--- src/rtl/group_update_sequencer_if.sv ---
// Handshake and group-select bundle between the factorization controller
// (master) and the group update sequencer (slave).
interface group_update_sequencer_if #(
  parameter int SWEEP_W = 16
);
  logic               start;
  logic               stop;
  logic               pause;
  logic [SWEEP_W-1:0] num_sweeps;
  logic [2:0]         group_en;
  logic               group_valid;
  logic               busy;
  logic               done;
  logic               sweep_end;
  logic [SWEEP_W-1:0] sweep_cnt;

  modport master (
    output start, stop, pause, num_sweeps,
    input  group_en, group_valid, busy, done, sweep_end, sweep_cnt
  );

  modport slave (
    input  start, stop, pause, num_sweeps,
    output group_en, group_valid, busy, done, sweep_end, sweep_cnt
  );
endinterface

--- src/rtl/group_update_sequencer.sv ---
// Steps the p-bit update-order LUT through colour groups with hold/gap timing.
// Optional GRPSEQ_RANDOM_START_EN: LFSR-chosen start group per sweep.
module group_update_sequencer #(
  parameter int NUM_GROUPS  = 5,
  parameter int HOLD_CYCLES = 2,
  parameter int GAP_CYCLES  = 1,
  parameter int SWEEP_W     = 16
) (
  input logic                     clk,
  input logic                     rst_n,
  group_update_sequencer_if.slave bus_if
);

  typedef enum logic [1:0] {IDLE, HOLD, GAP, DONE} state_e;

  localparam int MAX_PHASE = (HOLD_CYCLES > GAP_CYCLES) ? HOLD_CYCLES : GAP_CYCLES;
  localparam int CNT_W     = (MAX_PHASE > 1) ? $clog2(MAX_PHASE) : 1;
  localparam int GAP_LAST_I = (GAP_CYCLES > 0) ? GAP_CYCLES - 1 : 0;
  localparam logic [CNT_W-1:0] HOLD_LAST  = CNT_W'(HOLD_CYCLES - 1);
  localparam logic [CNT_W-1:0] GAP_LAST   = CNT_W'(GAP_LAST_I);
  localparam logic [2:0]       LAST_GROUP = 3'(NUM_GROUPS - 1);
  localparam bit               NO_GAP     = (GAP_CYCLES == 0);

  state_e             state_q, state_d;
  logic [CNT_W-1:0]   cnt_q, cnt_d;
  logic [2:0]         group_q, group_d;
  logic [2:0]         startGrp_q, startGrp_d;
  logic [SWEEP_W-1:0] sweepCnt_q, sweepCnt_d;
  logic [SWEEP_W-1:0] numSweeps_q, numSweeps_d;

  logic [2:0]         groupNext;
  logic [2:0]         startGrpNext;
  logic               lastGroup;
  logic               holdLast;
  logic               groupEnd;
  logic [SWEEP_W-1:0] sweepCntInc;

`ifdef GRPSEQ_RANDOM_START_EN
  logic [7:0] lfsr_q;

  // Free-running Fibonacci LFSR, taps 8,6,5,4.
  always_ff @(posedge clk or negedge rst_n) begin
    if (!rst_n) begin
      lfsr_q <= 8'hA5;
    end else begin
      lfsr_q <= {lfsr_q[6:0], lfsr_q[7] ^ lfsr_q[5] ^ lfsr_q[4] ^ lfsr_q[3]};
    end
  end

  assign startGrpNext = 3'(lfsr_q % 8'(NUM_GROUPS));
`else
  assign startGrpNext = 3'd0;
`endif

  // A sweep ends on the group just before the one it started from.
  assign groupNext   = (group_q == LAST_GROUP) ? 3'd0 : group_q + 3'd1;
  assign lastGroup   = (groupNext == startGrp_q);
  assign holdLast    = (state_q == HOLD) && (cnt_q == HOLD_LAST);
  assign groupEnd    = !bus_if.stop && !bus_if.pause &&
                       ((holdLast && NO_GAP) || ((state_q == GAP) && (cnt_q == GAP_LAST)));
  assign sweepCntInc = (&sweepCnt_q) ? sweepCnt_q : sweepCnt_q + SWEEP_W'(1);

  always_comb begin
    state_d     = state_q;
    cnt_d       = cnt_q;
    group_d     = group_q;
    startGrp_d  = startGrp_q;
    sweepCnt_d  = sweepCnt_q;
    numSweeps_d = numSweeps_q;
    unique case (state_q)
      IDLE: begin
        if (bus_if.start && !bus_if.stop) begin
          state_d     = HOLD;
          cnt_d       = '0;
          group_d     = startGrpNext;
          startGrp_d  = startGrpNext;
          sweepCnt_d  = '0;
          numSweeps_d = bus_if.num_sweeps;
        end
      end
      HOLD, GAP: begin
        if (bus_if.stop) begin
          state_d = IDLE;
          cnt_d   = '0;
          group_d = 3'd0;
        end else if (!bus_if.pause) begin
          if (groupEnd) begin
            cnt_d = '0;
            if (!lastGroup) begin
              group_d = groupNext;
              state_d = HOLD;
            end else begin
              sweepCnt_d = sweepCntInc;
              if ((numSweeps_q != '0) && (sweepCntInc == numSweeps_q)) begin
                state_d = DONE;
              end else begin
                group_d    = startGrpNext;
                startGrp_d = startGrpNext;
                state_d    = HOLD;
              end
            end
          end else if (holdLast) begin
            state_d = GAP;
            cnt_d   = '0;
          end else begin
            cnt_d = cnt_q + CNT_W'(1);
          end
        end
      end
      DONE: begin
        state_d = IDLE;
        group_d = 3'd0;
      end
      default: begin
        state_d = IDLE;
      end
    endcase
  end

  always_ff @(posedge clk or negedge rst_n) begin
    if (!rst_n) begin
      state_q     <= IDLE;
      cnt_q       <= '0;
      group_q     <= 3'd0;
      startGrp_q  <= 3'd0;
      sweepCnt_q  <= '0;
      numSweeps_q <= '0;
    end else begin
      state_q     <= state_d;
      cnt_q       <= cnt_d;
      group_q     <= group_d;
      startGrp_q  <= startGrp_d;
      sweepCnt_q  <= sweepCnt_d;
      numSweeps_q <= numSweeps_d;
    end
  end

  // Pause suppresses the current cycle's valid so frozen cycles are never applied.
  assign bus_if.group_en    = group_q;
  assign bus_if.group_valid = (state_q == HOLD) && !bus_if.pause;
  assign bus_if.busy        = (state_q == HOLD) || (state_q == GAP);
  assign bus_if.done        = (state_q == DONE);
  assign bus_if.sweep_end   = groupEnd && lastGroup;
  assign bus_if.sweep_cnt   = sweepCnt_q;

endmodule

--- src/flat_wrapper.sv ---
// flat-port wrapper written by rule: the top's interface ports become plain ports
module group_update_sequencer_flat 
#(
  parameter int NUM_GROUPS  = 5,
  parameter int HOLD_CYCLES = 2,
  parameter int GAP_CYCLES  = 1,
  parameter int SWEEP_W     = 16
)
  (clk, rst_n, bus_if_start, bus_if_stop, bus_if_pause, bus_if_num_sweeps, bus_if_group_en, bus_if_group_valid, bus_if_busy, bus_if_done, bus_if_sweep_end, bus_if_sweep_cnt);
  group_update_sequencer_if #(.SWEEP_W(SWEEP_W)) bus_if_i ();
  input logic clk;
  input logic rst_n;
  input wire logic [$bits(bus_if_i.start)-1:0] bus_if_start;
  input wire logic [$bits(bus_if_i.stop)-1:0] bus_if_stop;
  input wire logic [$bits(bus_if_i.pause)-1:0] bus_if_pause;
  input wire logic [$bits(bus_if_i.num_sweeps)-1:0] bus_if_num_sweeps;
  output wire logic [$bits(bus_if_i.group_en)-1:0] bus_if_group_en;
  output wire logic [$bits(bus_if_i.group_valid)-1:0] bus_if_group_valid;
  output wire logic [$bits(bus_if_i.busy)-1:0] bus_if_busy;
  output wire logic [$bits(bus_if_i.done)-1:0] bus_if_done;
  output wire logic [$bits(bus_if_i.sweep_end)-1:0] bus_if_sweep_end;
  output wire logic [$bits(bus_if_i.sweep_cnt)-1:0] bus_if_sweep_cnt;
  assign bus_if_i.start = bus_if_start;
  assign bus_if_i.stop = bus_if_stop;
  assign bus_if_i.pause = bus_if_pause;
  assign bus_if_i.num_sweeps = bus_if_num_sweeps;
  assign bus_if_group_en = bus_if_i.group_en;
  assign bus_if_group_valid = bus_if_i.group_valid;
  assign bus_if_busy = bus_if_i.busy;
  assign bus_if_done = bus_if_i.done;
  assign bus_if_sweep_end = bus_if_i.sweep_end;
  assign bus_if_sweep_cnt = bus_if_i.sweep_cnt;
  group_update_sequencer #(.NUM_GROUPS(NUM_GROUPS), .HOLD_CYCLES(HOLD_CYCLES), .GAP_CYCLES(GAP_CYCLES), .SWEEP_W(SWEEP_W)) u_core (.clk(clk), .rst_n(rst_n), .bus_if(bus_if_i));
endmodule
--- config.mk ---
export PLATFORM = sky130hd
export DESIGN_NAME = group_update_sequencer_flat
export DESIGN_NICKNAME = d
export VERILOG_FILES = /design/src/rtl/group_update_sequencer_if.sv /design/src/rtl/group_update_sequencer.sv /design/src/flat_wrapper.sv
export SDC_FILE = /design/constraint.sdc
export NUM_CORES = 1
export LEC_CHECK = 0
export CAP_MARGIN = 0
export CORE_AREA = 2 2 76 92
export DETAILED_ROUTE_END_ITERATION = 16
export DIE_AREA = 0 0 78 94
export GPL_ROUTABILITY_DRIVEN = 1
export GPL_TIMING_DRIVEN = 0
export PLACE_DENSITY = 0.67
export SLEW_MARGIN = 20
export SYNTH_ARGS = -nofsm -noshare
export SYNTH_HDL_FRONTEND = slang
export SYNTH_SLANG_ARGS = --single-unit
export TNS_END_PERCENT = 10
--- constraint.sdc ---
create_clock -name clk -period 8.4 [get_ports clk]
set_clock_uncertainty 0.2 [all_clocks]
set_input_delay 1.68 -clock clk [delete_from_list [all_inputs] [get_ports clk]]
set_output_delay 1.68 -clock clk [all_outputs]
set_load 0.02 [all_outputs]
======== After elaboration in Yosys (flattened, before gate mapping) ========
Cells that the tools add are included.
word-level totals
  output and inout bits ................... 23
  bits in registers ....................... 41
operators by class
  bitwise gates (word level) .............. 1
  reductions and logical operators ........ 22
  $add $sub $neg .......................... 3
  equal/unequal tests ..................... 16
  multiplexer cells ....................... 34
operators with widths
  cell                                                                     count
  16-bit two-way mux                                                       6
  3-bit two-way mux                                                        11
  16-bit case mux with 2 select lines                                      1
  16-bit by 1-bit adder with 16-bit output, second input constant          1
  16-bit == test                                                           1
  16-bit AND reduction                                                     1
  16-bit nonzero test                                                      1
  2-bit two-way mux                                                        7
  3-bit case mux with 3 select lines                                       1
  1-bit logical AND                                                        8
  7-bit AND reduction                                                      1
  2-bit by 1-bit inequality test with 1-bit output, second input constant  3
  2-bit inequality test, second input constant                             3
  2-bit case mux with 3 select lines                                       1
  3-bit case mux with 2 select lines                                       1
  3-bit AND reduction                                                      2
  6-bit AND reduction                                                      1
  1-bit two-way mux                                                        5
  2-bit == test, second input constant                                     2
  4-bit by 2-bit inequality test with 1-bit output, second input constant  1
  4-bit inequality test, second input constant                             1
  4-bit AND reduction                                                      1
  3-bit by 1-bit adder with 3-bit output, second input constant            1
  3-bit == test                                                            1
  other kinds (13)                                                         14

======== Logic depth before layout (Yosys ltp) ========
Gate-level depths: netlist of run 1.
  word-level depth ........................ 10
  depth in mapped cells ................... 11

======== Least setup slack after synthesis of run 1 ========
OpenSTA, ideal clock, no wires.
  kind .................................... input port to output port
  start ................................... input port bus_if_pause
  end ..................................... output port bus_if_sweep_end
  slack ................................... 4077 ps
  required time ........................... 6520 ps
  data arrival time ....................... 2443 ps
  cell stages on the path ................. 4
  cells stage by stage .................... or3b_1 -> nor2_1 -> nand2b_1 -> inv_1
between the ends
  longest elaborated chain between the ends .. 4
RTL lines
  element                          line                           text
  from (decl)                      flat_wrapper.sv:15             input wire logic [$bits(bus_if_i.pause)-1:0] bus_if_pause;
  1-bit logical NOT                group_update_sequencer.sv:59   assign groupEnd = !bus_if.stop && !bus_if.pause &&
  1-bit logical AND (2 in series)  group_update_sequencer.sv:59
  1-bit logical AND                group_update_sequencer.sv:143  assign bus_if.sweep_end = groupEnd && lastGroup;
  to (decl)                        flat_wrapper.sv:21             output wire logic [$bits(bus_if_i.sweep_end)-1:0] bus_if_sweep_end;
No other way between the ends.

======== Final worst setup path of run 1 ========
Ends and elaborated chain as after synthesis.

==> results of run 1 <==
-- critical path, stage by stage --
cell and delay [ps]:
clkdlybuf4s50_1 430, or3b_1 430, nor2_1 140, nand2b_1 110, inv_1 60, clkdlybuf4s50_1 590
-- per-layer routing --
| metal | vias to the layer above | track usage, % |
|---|---|---|
| met5 | - | 0 |
| met4 | 0 | 6.871 |
| met3 | 14 | 3.173 |
| met2 | 80 | 39.01 |
| met1 | 1216 | 24.94 |
| li1 | 1218 | - |
-- path summary, 6_finish.rpt --
check	startpoint	end	slack [ps]	cells after the start
min in group asynchronous	rst_n	u_core.bus_if.group_en[2]	1080	1
max in group asynchronous	rst_n	u_core.numSweeps_q[10]	6470	2
hold / removal	u_core.numSweeps_q[10]	u_core.numSweeps_q[10]	350	1
hold reg to reg	u_core.numSweeps_q[10]	u_core.numSweeps_q[10]	350	1
setup reg to reg	u_core.bus_if.group_en[0]	u_core.bus_if.sweep_cnt[12]	5040	8
setup / recovery	bus_if_pause	bus_if_sweep_end	3070	6
-- power by group --
part / total (W) / switching (W) / internal (W)
Combinational: 0.000585 / 0.000343 / 0.000243
Sequential: 0.000326 / 0.0000778 / 0.000249
Clock: 0.000144 / 0.0000758 / 0.0000677
-- synth_stat cells (3+ instances only) --
cell	instances
o21ai_0	10
a31oi_1	3
dfrtp_1	38
nand3_1	13
and2_1	3
nor4_1	6
a2111oi_4	3
mux2_2	18
a21oi_1	25
and3_1	5
ha_1	7
a21o_1	3
nor3_1	12
nor2_1	16
buf_2	10
a22o_1	4
inv_1	10
o211ai_1	4
xnor2_1	11
a211o_1	3
xor2_1	5
and4_1	7
nand2b_1	6
nand4_1	7
clkbuf_1	6
nor2b_1	3
mux2i_1	4
nand2_1	21
-- registers in the layout (all words and copies together) (netlist names) --
name	cells
u_core.bus_if.sweep_cnt	16
u_core.numSweeps_q	16
u_core.bus_if.group_en	3
u_core.state_q	2
u_core.cnt_q	1
-- stage by stage --
| step | area (um^2) | cells | setup WS, ps | util [%] | hold WS [ps] |
|---|---|---|---|---|---|
| 2_1_floorplan | 2801 | 299 | 4077 | - | 302.5 |
| 3_3_place_gp | 3338 | 427 | 3053 | 52.11 | 323.0 |
| 3_5_place_dp | 3353 | 428 | 3064 | 52.34 | 339.5 |
| 4_1_cts | 3452 | 436 | 3054 | 53.89 | 359.9 |
| 5_1_grt | 3452 | 436 | 2974 | 53.89 | 390.8 |
| 6_report | 3452 | 436 | 3068 | 53.89 | 354.4 |
-- kinds of logic (layout without fill, tap and decap cells) --
kind of cell	Yosys count	in the layout	synth area share, %
buffers and inverters	28	80	4.466
xor gates and xnor gates	16	16	5.002
and+or+nand+nor	115	115	25.37
adders and majority gates	7	7	3.126
muxes	22	22	8.664
DFF	38	38	33.94
AOI/OAI and AO/OA	73	73	19.43
-- final cells by class --
cell class,instances,area share [%]
sequential,38,27.55
timing repair buffer,44,12.90
clock inverter,2,0.4712
clock buffer,6,2.392
tap,85,3.081
multi-input combinational,233,49.98
buffer,18,2.537
inverter,10,1.087
==> key figures, run 1 <==
Yosys
  • Async SR Flop Fraction: between 90% and 100%
  • Register area share after synthesis: roughly a third
  • Synth cell types: 57
  • Syn Nets: between 300 and 400
  • Ys flop type: dfrtp_1
  • Number of flops mapped to enable cells by yosys: 0
  • Ys Warns: 0
  • Cell taking the most area after synthesis: dfrtp_1
  • Yosys top cell area share: 33.94%
  • Top post-synthesis cells by area: dfrtp_1 34%, mux2_2 7.2%, a21oi_1 4.5%, xnor2_1 3.4%, ha_1 3.1%
  • Area of the mapped netlist: around 2800 um^2
  • Post-Syn Instances: between 200 and 300
  • Register bit total from synthesis: 38
  • Syn avg cell area: 9.369 um^2

Routing
  • Top sig layer: met4
  • Routed WL per cell: between 15 and 20 um
  • Detailed-router iteration count before antenna repair: 4
  • Total routed wirelength: 7.392 mm
  • Routed via count: around 2500
  • 1st-iter DRT viols: 129
  • Via density per instance: just under 6
  • M1 wire length: 3.119 mm
  • DR WL met3: 363 um
  • WL met2: 3.773 mm
  • DRC viols: 0
  • DRT antenna net count: 0

Power
  • Final Power: 0.001055 W
  • Pleak: between 1 and 1.5 nW
  • Maximum VDD drop: 0.0001550 V
  • Pwr Density: just over 300 nW/um^2

Clocking
  • Sink Count: 38
  • Clk_lat worst skew: around 300 ps
  • CTS HTree Levels: 2
  • Inserted Clock Buffers: 5
  • Hold Buf Count CTS: 0
  • CTS tree: done
  • CTS clk-pin slew, worst paths: 80 ps
  • Clock Path Buffers: 2
  • # Post-CTS Setup Buffers: 0
  • Resize count post-CTS: 0
  • Root Buffer: clkbuf_8

Timing
  • Least-Margin Pin Slew: between 1000 and 1500 ps
  • Max_slew headroom: 22.16%
  • Fin. max-slew vios: 0
  • Final worst path period need: between 5000 and 6000 ps
  • Setup_tns: 0 ps
  • Fin crit share: between 60% and 70%
  • Hold Vio Cnt, Final: 0
  • RSZ-0062 raised after global routing: no
  • Fmax: around 190 MHz
  • Final setup violation count: 0

Setup path
  • Crit. End Element: primary output
  • Critical Path Source Type: input port
  • Crit path DAT: 3450 ps
  • CP Class: input port to primary output
  • Crit-path max FO: 3
  • Required time of the critical path: around 6500 ps

Final layout
  • Diode count: 0
  • # fillers: approximately 620
  • Multi-input gate area: between 1500 and 2000 um^2
  • NumNets Final: 378
  • Commonest cells after routing, fill and taps aside: 42 x clkdlybuf4s50_1, 38 x dfrtp_1, 25 x a21oi_1, 21 x nand2_1, 18 x mux2_2
  • Fraction of layout instances using a drive strength above 1: 15.95%
  • FF/Latch Area: ~950 um^2
  • Area Growth Syn to Fin: 23.22%
  • Most common cell after layout, fill and taps aside: clkdlybuf4s50_1

Floorplanning
  • Die width: 78 um
  • # rows: 32
  • Die ar.: 7332 um^2
  • Die height: 94 um
  • Initial Util: 43.73%
  • I/O pin count: 44
  • Core ar.: around 6400 um^2

Flow run
  • # Max-Cap Violations: 0

GRT
  • First-pass GRT wire length: 12.03 mm
  • Initial antenna violation count: 0
  • Total track usage: approximately a fifth
  • Overflow after GRT: 0
  • Largest net degree at the start of global routing: 26
  • Vias in the first global route: around 2500

Place
  • Hpwl dp: about 5.8 mm
  • Port Buffers: 43
  • Global placement routability congestion: ~0.93

Min path
  • Worst min-delay path class: register to register

Status
  • Status: finished clean
Power figures use the tool's default switching activity.
==> inputs of run 2 (changes only) <==
clock period = 5.35 ns   (was 8.4 ns; I/O delays follow)
==> results of run 2 <==
Same layout as run 1 (identical final DEF). Status: finished clean.
Among the figures that moved: setup slack after placement 3064 ps -> 1194 ps; setup slack after layout 3068 ps -> 1238 ps; register-to-register setup slack 5040 ps -> 1990 ps; total power 0.001055 W -> 0.001657 W; worst IR drop on VDD 0.0001550 V -> 0.0002434 V
